File: src/rtl/ysyx_23060201_inst_queue_pkg.sv
// Shared sizing defaults and pointer-width helper for the fetch->decode instruction queue.
package ysyx_23060201_inst_queue_pkg;

  localparam int IQ_ADDR_W = 32;
  localparam int IQ_DATA_W = 32;
  localparam int IQ_DEPTH  = 4;

  // Pointers carry one extra wrap bit above the index.
  function automatic int iq_ptr_w(input int depth);
    return $clog2(depth) + 1;
  endfunction

endpackage

File: src/rtl/ysyx_23060201_iq_ram.sv
// Queue storage: one synchronous write port, one asynchronous read port, no reset.
// Contents are undefined until written; the top masks reads while empty.
module ysyx_23060201_iq_ram
  import ysyx_23060201_inst_queue_pkg::*;
#(
  parameter int DEPTH = IQ_DEPTH,
  parameter int WIDTH = IQ_ADDR_W + IQ_DATA_W
) (
  input  logic                     clk,
  input  logic                     we,
  input  logic [$clog2(DEPTH)-1:0] waddr,
  input  logic [WIDTH-1:0]         wdata,
  input  logic [$clog2(DEPTH)-1:0] raddr,
  output logic [WIDTH-1:0]         rdata
);

  logic [WIDTH-1:0] mem [DEPTH];

  always_ff @(posedge clk) begin
    if (we) mem[waddr] <= wdata;
  end

  assign rdata = mem[raddr];

endmodule

File: src/rtl/ysyx_23060201_inst_queue.sv
// Circular {pc,inst} queue between fetch and decode; 1-cycle latency, in_ready = !full from state only.
// INST_QUEUE_BYPASS_EN adds a combinational pass-through when the queue is empty.
module ysyx_23060201_inst_queue
  import ysyx_23060201_inst_queue_pkg::*;
#(
  parameter int ADDR_WIDTH = IQ_ADDR_W,
  parameter int DATA_WIDTH = IQ_DATA_W,
  parameter int DEPTH      = IQ_DEPTH
) (
  input  logic                     clk,
  input  logic                     rst,
  input  logic                     flush,
  input  logic                     in_valid,
  output logic                     in_ready,
  input  logic [ADDR_WIDTH-1:0]    in_pc,
  input  logic [DATA_WIDTH-1:0]    in_inst,
  output logic                     out_valid,
  input  logic                     out_ready,
  output logic [ADDR_WIDTH-1:0]    out_pc,
  output logic [DATA_WIDTH-1:0]    out_inst,
  output logic [$clog2(DEPTH):0]   count
);

  localparam int IW = $clog2(DEPTH);
  localparam int PW = iq_ptr_w(DEPTH);
  localparam int EW = ADDR_WIDTH + DATA_WIDTH;
  localparam logic [PW-1:0] PTR_ONE = PW'(1);

  logic [PW-1:0] wr_ptr;
  logic [PW-1:0] rd_ptr;
  logic          empty;
  logic          full;
  logic          push;
  logic          pop;
  logic          bypass_take;
  logic [EW-1:0] rd_entry;

  assign empty    = (wr_ptr == rd_ptr);
  assign full     = (wr_ptr[IW-1:0] == rd_ptr[IW-1:0]) && (wr_ptr[IW] != rd_ptr[IW]);
  assign in_ready = !full;
  assign count    = wr_ptr - rd_ptr;

`ifdef INST_QUEUE_BYPASS_EN
  logic bypass_on;
  // Gated by rst so the pass-through stays quiet while reset is held.
  assign bypass_on   = empty && !flush && rst;
  assign bypass_take = bypass_on && in_valid && out_ready;
`else
  assign bypass_take = 1'b0;
`endif

  assign push = in_valid && in_ready && !flush && !bypass_take;
  assign pop  = !empty && out_ready && !flush;

  always_ff @(posedge clk or negedge rst) begin
    if (!rst) begin
      wr_ptr <= '0;
      rd_ptr <= '0;
    end else if (flush) begin
      wr_ptr <= '0;
      rd_ptr <= '0;
    end else begin
      if (push) wr_ptr <= wr_ptr + PTR_ONE;
      if (pop)  rd_ptr <= rd_ptr + PTR_ONE;
    end
  end

  ysyx_23060201_iq_ram #(
    .DEPTH (DEPTH),
    .WIDTH (EW)
  ) u_ram (
    .clk   (clk),
    .we    (push),
    .waddr (wr_ptr[IW-1:0]),
    .wdata ({in_pc, in_inst}),
    .raddr (rd_ptr[IW-1:0]),
    .rdata (rd_entry)
  );

  always_comb begin
    out_valid = 1'b0;
    out_pc    = '0;
    out_inst  = '0;
    if (!empty) begin
      out_valid = 1'b1;
      out_pc    = rd_entry[EW-1:DATA_WIDTH];
      out_inst  = rd_entry[DATA_WIDTH-1:0];
    end
`ifdef INST_QUEUE_BYPASS_EN
    else if (bypass_on) begin
      out_valid = in_valid;
      out_pc    = in_pc;
      out_inst  = in_inst;
    end
`endif
  end

endmodule

File: config.mk
export PLATFORM = sky130hd
export DESIGN_NAME = ysyx_23060201_inst_queue
export DESIGN_NICKNAME = d
export VERILOG_FILES = /design/src/rtl/ysyx_23060201_inst_queue_pkg.sv /design/src/rtl/ysyx_23060201_iq_ram.sv /design/src/rtl/ysyx_23060201_inst_queue.sv
export SDC_FILE = /design/constraint.sdc
export NUM_CORES = 1
export LEC_CHECK = 0
export CAP_MARGIN = 10
export CORE_ASPECT_RATIO = 0.9
export CORE_MARGIN = 2
export CORE_UTILIZATION = 55
export CTS_CLUSTER_DIAMETER = 50
export DETAILED_ROUTE_END_ITERATION = 10
export MAX_ROUTING_LAYER = met4
export PLACE_DENSITY = 0.8
export SLEW_MARGIN = 20
export SYNTH_ARGS = -nofsm -noshare
export SYNTH_HDL_FRONTEND = slang
export SYNTH_SLANG_ARGS = --single-unit
File: constraint.sdc
create_clock -name clk -period 8.3 [get_ports clk]
set_input_delay 2.075 -clock clk [delete_from_list [all_inputs] [get_ports clk]]
set_output_delay 2.075 -clock clk [all_outputs]
set_load 0.1 [all_outputs]
==> impl_metrics.env, run 1 <==
export IMPL_finalCritPeriodShare_pct=74.8
export IMPL_yosysUniqueCellTypes=32
export IMPL_start_util_pct=56.0
export IMPL_syn_num_nets=546
export IMPL_dieHeight_microns=134
export IMPL_worst_hold_path_type="reg2reg"
export IMPL_finalNetCount=690
export IMPL_reg2reg_to="u_ram.mem[3][22]"
export IMPL_yosys_most_used_dff="edfxtp_1"
export IMPL_die_x_microns=148
export IMPL_drt_pass1_iterations=7
export IMPL_synth_top_area_share_pct=74.9
export IMPL_clock_sinks=262
export IMPL_yosysWarnings=0
export IMPL_stdcell_area_sq_um=12700
export IMPL_hold_violations=0
export IMPL_ant_nets=0
export IMPL_ctsLongestPathBuffers=3
export IMPL_design_core_area_sq_um=18300
export IMPL_tightestPinTransition_ns=1.04
export IMPL_port_buffers=137
export IMPL_maxCapViolCount=0
export IMPL_ys_seq_area_share_pct=76.3
export IMPL_grt_pass1_wl_mm=28.8
export IMPL_ff2ff_path_depth=5
export IMPL_root_buffer="clkbuf_16"
export IMPL_critPathMaxStageDelay_ns=1.04
export IMPL_gp_congestion=0.749
export IMPL_path_class="reg2out"
export IMPL_crit_arrival_ns=4.13
export IMPL_top_usage_layer="met2"
export IMPL_path_cells="inv_1 -> ha_1 -> nand3_4 -> and2_1 -> clkdlybuf4s50_1"
export IMPL_cp_slowest_cell="dfrtp_4"
export IMPL_cts_max_level=1
export IMPL_vias=4998
export IMPL_routedWlPerCell_microns=21.3
export IMPL_critical_path_buf_inv_count=2
export IMPL_post_synth_top_count_cell="edfxtp_1"
export IMPL_cts_tree="yes"
export IMPL_synth_common_cells="256 x edfxtp_1, 64 x and2_1, 64 x mux4_2, 14 x buf_2, 7 x ha_1"
export IMPL_regToRegStartpoint="rd_ptr[1]"
export IMPL_async_reset_ff_share_pct=2.29
export IMPL_drt_initial_drc_count=352
export IMPL_setup_tns_ns=0
export IMPL_routed_wl_mm=18.7
export IMPL_post_dp_hpwl_mm=10.3
export IMPL_max_freq_mhz=161
export IMPL_syn_to_final_growth_pct=23.6
export IMPL_drcViolationCount=0
export IMPL_grtUsageMet1_pct=26.9
export IMPL_slew_violations=0
export IMPL_syn_inst=469
export IMPL_postCtsSetupBuffers=0
export IMPL_met2_usage_pct=31.2
export IMPL_outcome="finished, final reports clean"
export IMPL_postCtsHoldBufs=0
export IMPL_dpl_cell_area_sq_um=11800
export IMPL_drive_gt1_share_pct=18.2
export IMPL_clkLatencyLatePin_ns=0.53
export IMPL_dieArea_sq_um=19800
export IMPL_grt_util_met3_pct=4.42
export IMPL_ys_ff_latch=262
export IMPL_synth_area_leaders="edfxtp_1 75%, mux4_2 14%, and2_1 3.9%"
export IMPL_grt_setup_unrepaired="false"
export IMPL_endpoint_kind="primary output"
export IMPL_ctsResizeCount=0
export IMPL_via_per_inst=5.69
export IMPL_clkTransAtPathRegs_ns=0.06
export IMPL_fp_row_count=47
export IMPL_grt_pass1_vias=5156
export IMPL_cp_max_fo=68
export IMPL_n_antenna_cell=0
export IMPL_synth_edff_count=256
export IMPL_cts_buffers=28
export IMPL_slew_headroom_pct=30.9
export IMPL_critPathTopFamily="buffers and inverters"
export IMPL_num_io_pins=138
export IMPL_grt_ovfl_total=0
export IMPL_finalSetupViolations=0
export IMPL_min_to="wr_ptr[2]"
export IMPL_grt_usage_pct=19.7
export IMPL_fillers=1195
export IMPL_required_ns=6.23
export IMPL_holdPathStages=2
export IMPL_rrSetupSlack_ns=4.74
export IMPL_grt_max_degree=69
export IMPL_antenna_found_initial=0
export IMPL_syn_cell_area_sq_um=10300
export IMPL_avgSynthCellArea_sq_um=21.9
export IMPL_min_from="wr_ptr[2]"
export IMPL_skew_ns=0.0154
export IMPL_synth_largest_area_cell="edfxtp_1"
export IMPL_cp_start_kind="register"
export IMPL_period_minus_slack_ns=6.21
## kinds of logic after synthesis
logic type	after synthesis	share of synthesized area, %
simple gates	95	5.73
buf+inv	29	1.94
flops	262	76.3
compound gates	8	0.549
xor+xnor	2	0.244
fa+ha+maj	8	1.05
mux	65	14.1
## metal layers
metal,wire length [microns],vias up
li1,-,2208
met1,7890,2554
met2,9180,203
met3,1320,33
met4,314,0
met5,0,-
## cells in the final DEF (no fill, tap or decap), types with 2 or more instances in the layout
cell / n
a31oi_1: 5
and2_1: 64
and3_4: 4
clkbuf_1: 6
clkbuf_16: 29
clkbuf_8: 3
clkdlybuf4s50_1: 137
clkinv_1: 2
clkinv_2: 5
clkinv_4: 2
clkinvlp_4: 2
dfrtp_1: 4
dfrtp_4: 2
edfxtp_1: 256
ha_1: 7
inv_1: 5
mux4_2: 64
nand2_1: 4
nand3_1: 5
nand3b_1: 2
nand4b_1: 2
nor2_1: 3
nor3b_1: 2
or4_1: 2
## worst min-delay path, delay by kind of cell, from the launching register on
kind	cells	cell delay [ns]
DFF	1	0.44
and+or+nand+nor	1	0.09
AOI/OAI and AO/OA	1	0.07
## through the flow
stage                     hold WS (ns)  utilization, %  instances  setup WS (ns)
after global placement           0.584            64.3        828           2.10
after global routing             0.669            69.1        878           1.86
final                            0.647            69.1        878           2.09
after detailed placement         0.635            64.4        828           2.53
after floorplan                  0.546               -        469           3.05
after CTS                        0.645            69.1        878           1.96
## worst max-delay path by stage
stage                          from      endpoint  slack, ns  cells after the start
final                     rd_ptr[1]  out_inst[14]       2.09                      5
after global routing      rd_ptr[1]  out_inst[14]       1.86                      5
after CTS                 rd_ptr[1]  out_inst[14]       1.96                      5
after detailed placement  rd_ptr[1]  out_inst[14]       2.53                      5
after global placement    rd_ptr[1]    out_pc[28]       2.10                      5
after floorplan           rd_ptr[1]    out_pc[19]       3.05                      7
## layout make-up
cell class / count / area (sq um) / share of cell area [%]
inverters: 5 / 18.8 / 0.148
repair buffers: 138 / 1380 / 10.9
multi-input cells: 178 / 2260 / 17.8
clock buffers: 38 / 790 / 6.22
clock inverters: 12 / 81.3 / 0.641
flip-flops and latches: 262 / 7850 / 61.8
well taps: 245 / 307 / 2.42
## flip-flops by register name, indices dropped and copies added (netlist names)
| register | cells |
|---|---|
| wr_ptr | 3 |
| u_ram.mem | 256 |
| rd_ptr | 3 |
Power of run 1 is left out: the tool's default activity adds up to more than one toggle a clock period on the data nets, which glitch-free logic cannot reach.
==> run 2: changes to the inputs <==
==> constraint.sdc (replaced) <==
create_clock -name clk -period 5.95 [get_ports clk]
set_input_delay 1.4875 -clock clk [delete_from_list [all_inputs] [get_ports clk]]
set_output_delay 1.4875 -clock clk [all_outputs]
set_load 0.1 [all_outputs]
==> impl_metrics.env, run 2 (synthesis gave the netlist of run 1 again) <==
export IMPL_design_core_area_sq_um=18300
export IMPL_start_util_pct=56.0
export IMPL_cts_tree="yes"
export IMPL_period_minus_slack_ns=5.09
export IMPL_skew_ns=0.0141
export IMPL_ctsLongestPathBuffers=3
export IMPL_outcome="finished, final reports clean"
export IMPL_hold_violations=0
export IMPL_n_antenna_cell=0
export IMPL_clkLatencyLatePin_ns=0.52
export IMPL_final_common_cell="edfxtp_1"
export IMPL_worst_hold_path_type="reg2reg"
export IMPL_dieHeight_microns=134
export IMPL_cp_start_kind="register"
export IMPL_drcViolationCount=0
export IMPL_die_x_microns=148
export IMPL_grt_ovfl_total=0
export IMPL_dieArea_sq_um=19800
export IMPL_grt_setup_unrepaired="false"
export IMPL_syn_to_final_growth_pct=22.6
export IMPL_vias=5100
export IMPL_final_cell_mix="256 x edfxtp_1, 89 x clkdlybuf4s50_1, 64 x mux4_2, 64 x and2_1, 52 x buf_4"
export IMPL_finalNetCount=692
export IMPL_clkTransAtPathRegs_ns=0.06
export IMPL_fillers=1169
export IMPL_crit_arrival_ns=3.60
export IMPL_grt_pass1_wl_mm=29.2
export IMPL_routed_wl_mm=18.9
export IMPL_gp_congestion=0.784
export IMPL_seqCellArea_sq_um=7850
export IMPL_finalCritPeriodShare_pct=85.5
export IMPL_cts_buffers=27
export IMPL_postCtsSetupBuffers=0
export IMPL_endpoint_kind="primary output"
export IMPL_slew_violations=0
export IMPL_antenna_found_initial=0
export IMPL_port_buffers=137
export IMPL_path_class="reg2out"
export IMPL_maxCapViolCount=0
export IMPL_root_buffer="clkbuf_16"
export IMPL_max_freq_mhz=197
export IMPL_cts_max_level=1
export IMPL_cp_max_fo=38
export IMPL_tightestPinTransition_ns=1.01
export IMPL_drt_pass1_iterations=5
export IMPL_grt_usage_pct=19.8
export IMPL_postCtsHoldBufs=0
export IMPL_via_per_inst=5.80
export IMPL_top_regs="u_ram.mem: 256 flops, rd_ptr: 3 flops, wr_ptr: 3 flops"
export IMPL_ctsResizeCount=0
export IMPL_num_io_pins=138
export IMPL_slew_headroom_pct=32.5
export IMPL_grt_pass1_vias=5427
export IMPL_setup_tns_ns=0
export IMPL_clock_sinks=262
export IMPL_routedWlPerCell_microns=21.4
export IMPL_largest_register_ffs=256
export IMPL_largest_register="u_ram.mem"
export IMPL_fp_row_count=47
export IMPL_grt_max_degree=65
export IMPL_drt_initial_drc_count=359
export IMPL_required_ns=4.46
export IMPL_drive_gt1_share_pct=26.0
export IMPL_multi_input_area_sq_um=2250
export IMPL_ant_nets=0
export IMPL_post_dp_hpwl_mm=10.6
export IMPL_finalSetupViolations=0
-- run 2: worst paths after layout --
kind                       slack, ns       from                to  cells past startpoint
setup / recovery                0.86  rd_ptr[1]          in_ready                      5
hold / removal                  0.64  wr_ptr[2]         wr_ptr[2]                      2
setup reg to reg                2.72  rd_ptr[1]  u_ram.mem[0][37]                      5
hold reg to reg                 0.64  wr_ptr[2]         wr_ptr[2]                      2
max in group asynchronous       4.46        rst         rd_ptr[0]                      1
min in group asynchronous       1.22        rst         wr_ptr[2]                      1
-- run 2: critical path, stage by stage (launching register included) --
cell             delay [ns]
dfrtp_4                0.83
inv_1                  0.14
ha_1                   0.41
nand2_1                0.28
or2_1                  0.25
clkdlybuf4s50_1        1.17
-- run 2: cell type report --
cell class | count | share of cell area (%)
Clock buffer | 32 | 5.52
Clock inverter | 17 | 1.49
Inverter | 5 | 0.149
Multi-Input combinational cell | 178 | 17.9
Sequential cell | 262 | 62.3
Tap cell | 245 | 2.44
Timing Repair Buffer | 141 | 10.2
-- run 2: stage by stage --
| step | area, sq um | hold WS (ns) | cells | setup slack [ns] | util (%) |
|---|---|---|---|---|---|
| global route | 12600 | 0.644 | 880 | 0.723 | 68.6 |
| finish | 12600 | 0.640 | 880 | 0.865 | 68.6 |
| detailed placement | 11700 | 0.625 | 831 | 1.44 | 63.8 |
| global placement | 11700 | 0.609 | 831 | 1.50 | 63.8 |
| floorplan | 10300 | 0.546 | 469 | 1.29 | - |
| CTS | 12600 | 0.636 | 880 | 0.854 | 68.6 |
-- run 2: per-layer routing --
metal  GRT usage, %  vias up  routed length (microns)
met1           28.0     2630                     8330
met5              -        -                        0
met2           30.7      226                     8890
met4           4.23        0                      317
li1               -     2213                        -
met3           4.21       31                     1330
Power of run 2 is left out for the same reason.
